### src/rtl/fifo_rd_drain.sv
// fifo_rd_drain
// Read-side consumer for the dual-clock FIFO. It lives entirely in the read
// clock domain. It pops words through the FIFO's fall-through port into a
// 2-entry output buffer and presents them on a valid/ready stream. It also
// checks that successive words increment by one.
//
// Ports:
//   rclk, rrst_n       read clock, asynchronous active-low reset
//   en                 level-sensitive drain enable
//   clr                synchronous clear of counters, error state and FSM
//   rempty, rdata      FIFO empty flag and head word (fall-through)
//   rinc               pop request to the FIFO
//   m_valid, m_data    downstream stream (buffer head)
//   m_ready            downstream accept
//   rd_count           words popped, wraps modulo 2^32
//   err_count          sequence mismatches, saturating
//   err_flag           sticky mismatch flag
//   busy               FSM is in RUN
module fifo_rd_drain #(
  parameter int DSIZE       = 32,
  parameter int CWIDTH      = 16,
  parameter int HALT_ON_ERR = 0
) (
  input  logic              rclk,
  input  logic              rrst_n,
  input  logic              en,
  input  logic              clr,
  input  logic              rempty,
  input  logic [DSIZE-1:0]  rdata,
  output logic              rinc,
  output logic              m_valid,
  output logic [DSIZE-1:0]  m_data,
  input  logic              m_ready,
  output logic [31:0]       rd_count,
  output logic [CWIDTH-1:0] err_count,
  output logic              err_flag,
  output logic              busy
);

  typedef enum logic [1:0] {IDLE, RUN, HALT} state_t;

  state_t             r_state;
  state_t             w_nextState;
  logic [DSIZE-1:0]   r_buf0;
  logic [DSIZE-1:0]   r_buf1;
  logic [1:0]         r_bufCount;
  logic [DSIZE-1:0]   r_expected;
  logic               r_first;
  logic [31:0]        r_rdCount;
  logic [CWIDTH-1:0]  r_errCount;
  logic               r_errFlag;
  logic               w_rinc;
  logic               w_pop;
  logic               w_mismatch;

  // The pop request never looks at m_ready. The 2-entry buffer absorbs the
  // one-cycle gap between a pop and the downstream reaction. clr blocks the
  // pop so that a cleared cycle never consumes a word.
  assign w_rinc     = (r_state == RUN) && en && !rempty && (r_bufCount < 2'd2) && !clr;
  assign w_pop      = (r_bufCount != 2'd0) && m_ready;
  assign w_mismatch = w_rinc && r_first && (rdata != r_expected);

  assign rinc      = w_rinc;
  assign m_valid   = (r_bufCount != 2'd0);
  assign m_data    = r_buf0;
  assign rd_count  = r_rdCount;
  assign err_count = r_errCount;
  assign err_flag  = r_errFlag;
  assign busy      = (r_state == RUN);

  // State register.
  always_ff @(posedge rclk or negedge rrst_n) begin
    if (!rrst_n) r_state <= IDLE;
    else         r_state <= w_nextState;
  end

  // Next-state logic. HALT is only left through clr, and clr wins over
  // everything else.
  always_comb begin
    w_nextState = r_state;
    case (r_state)
      IDLE: if (en) w_nextState = RUN;
      RUN: begin
        if ((HALT_ON_ERR != 0) && w_mismatch) w_nextState = HALT;
        else if (!en)                         w_nextState = IDLE;
      end
      HALT:    w_nextState = HALT;
      default: w_nextState = IDLE;
    endcase
    if (clr) w_nextState = IDLE;
  end

  // Output buffer. r_buf0 is the head and r_buf1 is the tail. A push can
  // only happen with fewer than two entries, so push and pop together
  // happens only at count 1.
  always_ff @(posedge rclk or negedge rrst_n) begin
    if (!rrst_n) begin
      r_buf0     <= '0;
      r_buf1     <= '0;
      r_bufCount <= 2'd0;
    end else begin
      case ({w_rinc, w_pop})
        2'b10: begin
          if (r_bufCount == 2'd0) r_buf0 <= rdata;
          else                    r_buf1 <= rdata;
          r_bufCount <= r_bufCount + 2'd1;
        end
        2'b01: begin
          r_buf0     <= r_buf1;
          r_bufCount <= r_bufCount - 2'd1;
        end
        2'b11: begin
          if (r_bufCount == 2'd1) begin
            r_buf0 <= rdata;
          end else begin
            r_buf0 <= r_buf1;
            r_buf1 <= rdata;
          end
        end
        default: ;
      endcase
    end
  end

  // Counters and the sequence checker. The expected value always follows
  // the received word, so a single bad word costs exactly one error. The
  // buffer is not touched by clr.
  always_ff @(posedge rclk or negedge rrst_n) begin
    if (!rrst_n) begin
      r_rdCount  <= 32'd0;
      r_errCount <= '0;
      r_errFlag  <= 1'b0;
      r_first    <= 1'b0;
      r_expected <= '0;
    end else if (clr) begin
      r_rdCount  <= 32'd0;
      r_errCount <= '0;
      r_errFlag  <= 1'b0;
      r_first    <= 1'b0;
    end else if (w_rinc) begin
      r_rdCount  <= r_rdCount + 32'd1;
      r_first    <= 1'b1;
      r_expected <= rdata + DSIZE'(1);
      if (w_mismatch) begin
        r_errFlag <= 1'b1;
        if (r_errCount != {CWIDTH{1'b1}}) r_errCount <= r_errCount + CWIDTH'(1);
      end
    end
  end

endmodule

### config.mk
export PLATFORM = sky130hd
export DESIGN_NAME = fifo_rd_drain
export DESIGN_NICKNAME = d
export VERILOG_FILES = /design/src/rtl/fifo_rd_drain.sv
export SDC_FILE = /design/constraint.sdc
export NUM_CORES = 1
export LEC_CHECK = 0
export CORE_UTILIZATION = 36
export CTS_CLUSTER_SIZE = 30
export DETAILED_ROUTE_END_ITERATION = 7
export DONT_BUFFER_PORTS = 1
export GPL_TIMING_DRIVEN = 0
export PLACE_DENSITY = 0.57
export RECOVER_POWER = 25
export SLEW_MARGIN = 30
export SYNTH_ARGS = -nofsm -noshare
export SYNTH_HDL_FRONTEND = slang
export SYNTH_SLANG_ARGS = --single-unit
### constraint.sdc
create_clock -name rclk -period 8.5 [get_ports rclk]
set_input_delay 1.7 -clock rclk [delete_from_list [all_inputs] [get_ports rclk]]
set_output_delay 1.7 -clock rclk [all_outputs]
set_load 0.02 [all_outputs]
==> flow_summary.ini <==
[global_route]
grt_start_max_net_pins = 151
grt_pass1_wl_mm = 29.7
grt.total_usage_pct = 17.6
grt_overflow = 0
antenna_found_initial = 0
grt_pass1_vias = 5309

[critical_path]
critPathKind = input pin to primary output
worstSetupStartpointType = input pin
setup.worst_path.end_class = primary output
cp_max_fo = 10
worstPathRequired_ns = 6.80
arrival_ns = 2.88

[yosys]
synth.distinct_cells = 45
netlist_top_cells_area = dfrtp_1 50%, xor2_1 7.0%, nand2_1 5.4%
yosysTopAreaCellShare_pct = 50.2
ys_async_sr_fraction_pct = 100
yosysWarnings = 0
postSynthCellCount = 759
synth-edff-count = 0
yosysTopAreaCell = dfrtp_1
syn_nets = 805
avgSynthCellArea_um2 = 9.86
syn_area_um2 = 7480
synth_ff_type = dfrtp_1
synth.yosys.seq_area_share_pct = 50.2
ys_ff_latch = 150

[timing]
fin_skew_ns = 0.0109
tightest_slew_ns = 0.918
maxSlewHeadroom_pct = 38.6
setup_viol = 0
finalHoldViolations = 0
timing.final.crit_period_ns = 4.58
finalWorstSetupSlack_ns = 3.92
max_freq_ghz = 0.218
finalMaxSlewViolations = 0
fin_crit_sh_pct = 53.9
setup_tns_ns = 0
hold_slack_ns = 0.421
rsz0062_at_grt = false

[clocking]
cts-root-buf = clkbuf_16
postCtsSetupBuffers = 0
cts_made_buffers = 17
clock_latency_ns = 0.42
tritoncts = yes
htree_levels = 4
cts.clk_slew.worst_paths_ns = 0.06
ctsResizeCount = 0
holdBufCountCts = 0
cts.path.max_buffers = 2
clock_sinks = 150

[flow_run]
cap_violations = 0

[finish]
layout.nets = 824
fin_area_um2 = 8420
n_antenna_cell = 0
multiInputGateArea_um2 = 3500
drive_above_1_share_pct = 12.2
fill_cells = 1987
ff_latch_area_um2 = 3750
area_delta_synth_final_pct = 12.5

[floorplanning]
core_area_um2 = 20300
die_area_um2 = 21400
die_h_um = 146
initial_core_util_pct = 36.9
die_width_um = 146
ios = 122
fp-row-count = 52

[placed_design]
placed_area_um2 = 7820
hpwl_mm = 12.9
pre_cts_ws_ns = 3.65
io_buffers = 0
globalplace.congestion = 0.809

[detailed_routing]
num_vias = 5409
drt_iter0_drc = 293
remaining_drc_errors = 0
routed_wl_mm = 18.2
drtPass1Iterations = 4
wl_per_cell_um = 17.2
antenna_left = 0
via_per_inst = 5.10

[power_and_ir_drop]
seq_power_share_pct = 48.8
peakVddDrop_uv = 149
power_density_nw_per_um2 = 274
leakagePower_nw = 3.62
p_int_mw = 1.56
comb_power_share_pct = 17.5
p_sw_uw = 753
swShare_pct = 32.6
p_clk_share_pct = 33.7

[run_status]
outcome = finished, final reports clean

[hold_path]
holdCritPathClass = flop to flop
-- cells by family (layout without fill, tap and decap cells) --
family                   after synthesis  after routing  synth area share (%)
AO/OA/AOI/OAI                        137            137                  10.5
XOR/XNOR                              89             89                  10.4
adder cells (fa/ha/maj)                8              8                  1.34
buffers and inverters                 56             87                  3.09
flip-flops                           150            150                  50.2
multiplexers                          35             35                  5.27
AND/OR/NAND/NOR                      284            284                  19.2
-- cell usage in the layout, fill, tap and decap left out, types with 21 or more instances in the layout --
cell type / netlist / final
dfrtp_1: 150 / 150
nand2_1: 107 / 107
o21ai_0: 80 / 80
xor2_1: 60 / 60
nor2_1: 50 / 50
mux2_2: 35 / 35
a22oi_1: 32 / 32
xnor2_1: 29 / 29
clkbuf_1: 27 / 27
nand3_1: 26 / 26
nand4_1: 21 / 21
-- state kept, by name, summed over array words and instances (netlist names), 2 cells and up --
name,flops
err_count,16
r_buf1,32
m_data,32
rd_count,32
r_expected,32
r_bufCount,2
r_state,2
-- power by group through the flow --
stage / registers [mW] / clock network [mW] / logic [mW]
final: 1.13 / 0.778 / 0.404
after global routing: 1.15 / 0.825 / 0.466
after CTS: 1.13 / 0.797 / 0.411
after detailed placement: 1.14 / 0 / 0.410
after global placement: 1.14 / 0 / 0.400
after floorplan: 1.10 / 0 / 0.317
-- critical path, cell delays in order --
cell and delay, ns:
nor3b_4 0.33, nand2_1 0.18, or2_1 0.25, buf_2 0.20, inv_2 0.22
-- through the flow --
stage,power [mW],instances,util (%)
2_1_floorplan,1.42,759,-
3_3_place_gp,1.54,1029,38.5
3_5_place_dp,1.55,1029,38.5
5_1_grt,2.44,1060,41.5
4_1_cts,2.34,1060,41.5
6_report,2.31,1060,41.5
-- synth_stat cells, types with 2 or more instances --
master	count
a21oi_1	18
a22oi_1	32
and3_1	11
and4_1	9
buf_1	2
buf_2	12
clkbuf_1	27
clkbuf_2	2
dfrtp_1	150
ha_1	8
inv_1	11
mux2_2	35
nand2_1	107
nand3_1	26
nand4_1	21
nand4_2	2
nor2_1	50
nor2b_1	8
nor3_1	10
nor3b_1	4
nor4_1	9
o21ai_0	80
o21ai_1	2
or3_1	15
xnor2_1	29
xor2_1	60
-- area by class of cell --
| type | count | share of cell area [%] |
|---|---|---|
| inverters | 12 | 0.535 |
| multi-input cells | 553 | 41.6 |
| well taps | 270 | 4.01 |
| clock inverters | 14 | 2.07 |
| plain buffers | 44 | 2.21 |
| clock buffers | 17 | 5.05 |
| flip-flops and latches | 150 | 44.6 |
-- layer usage --
layer / vias to the layer above / wire length (um) / track usage [%] / part of all wire, %
met3: 9 / 1070 / 5.47 / 5.9
met2: 118 / 8630 / 28.2 / 47
met1: 2625 / 8410 / 23.4 / 46
li1: 2657 / - / - / -
met5: - / 0 / 0 / 0
met4: 0 / 114 / 3.75 / 0.63
-- path summary, 6_finish.rpt --
check / start / endpoint / slack, ns / depth (start not counted)
max: rempty / rinc / 3.92 / 5
min: r_state[0] / r_state[1] / 0.42 / 1
max reg2reg: r_state[0] / r_buf1[22] / 4.97 / 10
min reg2reg: r_state[0] / r_state[1] / 0.42 / 1
max in group asynchronous: rrst_n / m_data[24] / 7.32 / 0
min in group asynchronous: rrst_n / err_count[10] / 0.98 / 0
(Power assumes the default switching activity.)
